`src/rtl/f5_sweep_ctrl.sv`:
```
// Exhaustive two-implementation gate sweeper: steps every input vector, settles, samples, compares.
// Optional macro SWEEP_STOP_ON_ERR_EN ends the sweep at the first mismatching minterm.
module f5_sweep_ctrl #(
   parameter int N      = 2,
   parameter int SETTLE = 1
) (
   input  logic                  clk,
   input  logic                  rst_n,
   input  logic                  start,
   output logic [N-1:0]          vec,
   input  logic                  ya,
   input  logic                  yb,
   output logic                  busy,
   output logic                  done,
   output logic                  pass,
   output logic [N:0]            err_cnt,
   output logic [N-1:0]          first_err,
   output logic [(1<<N)-1:0]     table_a
);

   localparam logic [1:0] S_IDLE   = 2'd0;
   localparam logic [1:0] S_SETTLE = 2'd1;
   localparam logic [1:0] S_SAMPLE = 2'd2;
   localparam logic [1:0] S_DONE   = 2'd3;

   localparam logic [2:0] SETTLE_LAST = 3'(SETTLE - 1);

   logic [1:0]          state_q, state_d;
   logic [N-1:0]        vec_q, vec_d;
   logic [2:0]          cnt_q, cnt_d;
   logic [N:0]          err_q, err_d;
   logic [N-1:0]        ferr_q, ferr_d;
   logic [(1<<N)-1:0]   tbl_q, tbl_d;
   logic                pass_q, pass_d;
   logic                mismatch;
   logic                stop;

   assign mismatch = ya ^ yb;

   always_comb begin
      state_d = state_q;
      vec_d   = vec_q;
      cnt_d   = cnt_q;
      err_d   = err_q;
      ferr_d  = ferr_q;
      tbl_d   = tbl_q;
      pass_d  = pass_q;
      stop    = 1'b0;
      case (state_q)
         S_IDLE: begin
            if (start) begin
               state_d = S_SETTLE;
               vec_d   = '0;
               cnt_d   = '0;
               err_d   = '0;
               ferr_d  = '0;
               tbl_d   = '0;
               pass_d  = 1'b0;
            end
         end
         S_SETTLE: begin
            cnt_d = cnt_q + 3'd1;
            if (cnt_q == SETTLE_LAST) begin
               state_d = S_SAMPLE;
            end
         end
         S_SAMPLE: begin
            tbl_d[vec_q] = ya;
            if (mismatch) begin
               err_d = err_q + (N+1)'(1);
               if (err_q == '0) begin
                  ferr_d = vec_q;
               end
            end
`ifdef SWEEP_STOP_ON_ERR_EN
            stop = (&vec_q) | mismatch;
`else
            stop = &vec_q;
`endif
            if (stop) begin
               // pass is committed here so it is already valid during the done pulse
               state_d = S_DONE;
               pass_d  = (err_d == '0);
            end else begin
               state_d = S_SETTLE;
               vec_d   = vec_q + N'(1);
               cnt_d   = '0;
            end
         end
         S_DONE: begin
            state_d = S_IDLE;
         end
         default: begin
            state_d = S_IDLE;
         end
      endcase
   end

   always_ff @(posedge clk or negedge rst_n) begin
      if (!rst_n) begin
         state_q <= S_IDLE;
         vec_q   <= '0;
         cnt_q   <= '0;
         err_q   <= '0;
         ferr_q  <= '0;
         tbl_q   <= '0;
         pass_q  <= 1'b0;
      end else begin
         state_q <= state_d;
         vec_q   <= vec_d;
         cnt_q   <= cnt_d;
         err_q   <= err_d;
         ferr_q  <= ferr_d;
         tbl_q   <= tbl_d;
         pass_q  <= pass_d;
      end
   end

   assign vec       = vec_q;
   assign busy      = (state_q != S_IDLE);
   assign done      = (state_q == S_DONE);
   assign pass      = pass_q;
   assign err_cnt   = err_q;
   assign first_err = ferr_q;
   assign table_a   = tbl_q;

endmodule

```
`config.mk`:
```
export PLATFORM = sky130hd
export DESIGN_NAME = f5_sweep_ctrl
export DESIGN_NICKNAME = d
export VERILOG_FILES = /design/src/rtl/f5_sweep_ctrl.sv
export SDC_FILE = /design/constraint.sdc
export NUM_CORES = 1
export LEC_CHECK = 0
export CORE_MARGIN = 3
export CORE_UTILIZATION = 54
export DETAILED_ROUTE_END_ITERATION = 8
export GPL_ROUTABILITY_DRIVEN = 0
export PLACE_DENSITY = 0.8
export SKIP_LAST_GASP = 1
export SYNTH_ARGS = -nofsm -noshare
export SYNTH_HDL_FRONTEND = slang
export SYNTH_SLANG_ARGS = --single-unit
export TNS_END_PERCENT = 100
```
`constraint.sdc`:
```
create_clock -name clk -period 2.8 [get_ports clk]
set_input_delay 0.7 -clock clk [delete_from_list [all_inputs] [get_ports clk]]
set_output_delay 0.7 -clock clk [all_outputs]
set_load 0.01 [all_outputs]
```
==> results.ini <==
[routing]
drc=0
routedWlPerCell_um=13.0
ant_nets=0
dr.pass1.iters=4
drt-initial-drc-count=20
drt-vias-per-instance=5.35
vias=792
drt-total-wl_um=1930

[floorplanning]
core_region_area_sq_um=1760
die_x_um=49.5
dieArea_sq_um=2450
num_io_pins=19
die_y_um=49.5
fp-row-count=15
start_util=0.580

[sta]
finalSetupTns_ps=0
finalCriticalPeriod_ps=2390
fin_crit_sh=0.852
final-hold-violation-count=0
finClkSkew_ps=1.12
slew_viol_final=0
fin_ws_ps=414
fmax_mhz=419
worst_slew_pin_slew_ps=747
setup_viol=0
max_slew_margin=0.501
rsz0062_at_grt=no

[yosys]
synth_area_sq_um=1020
synth.area.top_cells=dfrtp_1 42%, ha_1 9.8%, nand2_1 5.1%
avgSynthCellArea_sq_um=9.75
syn_nets=118
synth_seq_cells=17
synth_top_area_cell=dfrtp_1
synthCells=105
synth_top_area_frac=0.416
yosysSeqAreaShare=0.416
ys_warn_count=0
synth.distinct_cells=36

[clock_tree]
cts_buffers=3
cts_sinks=17
cts_setup_buffers=0
clock_latency_ps=280
hold_buffers=0
cts-resized-gates=0
clock_path_buffers=2
cts_tree=built
h-tree-depth=1
path_clk_slew_ps=90
cts-root-buf=clkbuf_4

[power_and_ir_drop]
p_leak_nw=0.543
ir_drop_v=0.000541
power_density_nw_per_um2=891

[finish]
num-nets-final=137
final_cell_mix=18 x clkdlybuf4s50_1, 17 x dfrtp_1, 14 x nand2_1
final_util=0.704
diodes=0
syn_to_final_growth_pct=21.3
nFillCells=150
final_common_cell=clkdlybuf4s50_1
drive_gt1_frac=0.0894

[setup_path]
r2r-start=vec[0]$_DFFE_PN0P_
r2r_end=pass$_DFFE_PN0P_
crit_type=flop to output pin
ff2ff_setup_slack_ps=1080
cp.arrival_ps=1690
startpoint_type=flop
critical_path.max_fanout=17
worstPathRequired_ps=2100
ff2ff_path_depth=4
cp-end-kind=output pin

[run_status]
status=finished clean

[placement]
portBuffers=18
place_ws_ps=618
dp_hpwl_um=1410

[job]
cap_violations=0

[global_routing]
grt_overflow=0
grt_first_pass_wirelength_um=3640
track_usage=0.192
antenna_found_initial=0
grt_max_degree=18
grt_pass1_vias=810

[worst_hold_path]
hold_depth=2
whs_endpoint=pass$_DFFE_PN0P_
min_from=pass$_DFFE_PN0P_
min_path_type=flop to flop

[worst max path at each step]
| stage | from | slack, ps | endpoint |
|---|---|---|---|
| after floorplan | yb | 1180 | first_err[0]$_DFFE_PN0P_ |
| after global placement | ya | 660 | first_err[0]$_DFFE_PN0P_ |
| after detailed placement | ya | 620 | first_err[1]$_DFFE_PN0P_ |
| after CTS | state_q[0]$_DFFE_PN0P_ | 410 | busy |
| after global routing | state_q[0]$_DFFE_PN0P_ | 270 | busy |
| final | state_q[0]$_DFFE_PN0P_ | 410 | busy |
[per-stage QoR]
step	power (mW)	cells	cell area [sq um]	hold WS, ps
finish	1.11	148	1240	517
global route	1.22	148	1240	571
CTS	1.11	148	1240	523
detailed placement	0.986	144	1210	498
global placement	0.965	144	1210	487
floorplan	0.770	105	1020	404
[flip-flops by register name, indices dropped and copies added (netlist names)]
register	flops
table_a	4
cnt_q	3
err_cnt	3
first_err	2
state_q	2
vec	2
pass	1
[kinds of logic after synthesis]
group / count (synthesis) / share of synthesized area
compound gates: 21 / 0.144
xor+xnor: 2 / 0.0245
fa+ha+maj: 8 / 0.0978
buf+inv: 15 / 0.0599
flops: 17 / 0.416
mux: 8 / 0.0819
simple gates: 34 / 0.176
[cell type report]
type | count | area, sq um | share of cell area
multi-input cells | 73 | 537 | 0.432
flip-flops and latches | 17 | 425 | 0.343
well taps | 25 | 31.3 | 0.0252
inverters | 11 | 41.3 | 0.0333
clock buffers | 4 | 26.3 | 0.0212
repair buffers | 18 | 180 | 0.145
[Yosys cell counts]
library cell	instances
o21bai_2	1
buf_2	4
ha_1	8
xor2_1	1
a31oi_1	1
a22oi_1	1
a22o_1	1
and2_1	1
xnor2_2	1
a31o_1	1
nor4_2	1
mux2i_1	5
o211ai_1	2
nor2_1	2
mux2_2	3
or4_1	1
nand4_1	1
nand3b_1	1
or3_1	2
o21ai_0	8
nor3_1	1
nand2b_1	1
inv_1	11
nand4b_1	1
nand3_1	3
nor2b_1	2
o311ai_1	1
o21ai_1	1
or2_2	1
dfrtp_1	17
a21oi_1	1
and2b_1	1
a21boi_0	2
nand2_1	14
nor4_1	1
o311ai_2	1
[power by group]
group	internal [mW]	total [mW]	switching, mW
clock	0.0553	0.129	0.0736
combinational	0.277	0.519	0.242
sequential	0.325	0.459	0.134
[worst max-delay path, cell delays in order (launching register included)]
cell and delay (ps):
dfrtp_1 660, nor2_1 120, inv_1 80, clkdlybuf4s50_1 530
[layer usage]
metal,vias up,wire [um],global-route usage,share of wire
met2,14,911,0.297,0.47
met1,376,915,0.254,0.47
met5,-,0,0,0
li1,398,-,-,-
met4,0,23,0.0829,0.012
met3,4,80,0.0453,0.041
(Power assumes the default switching activity.)
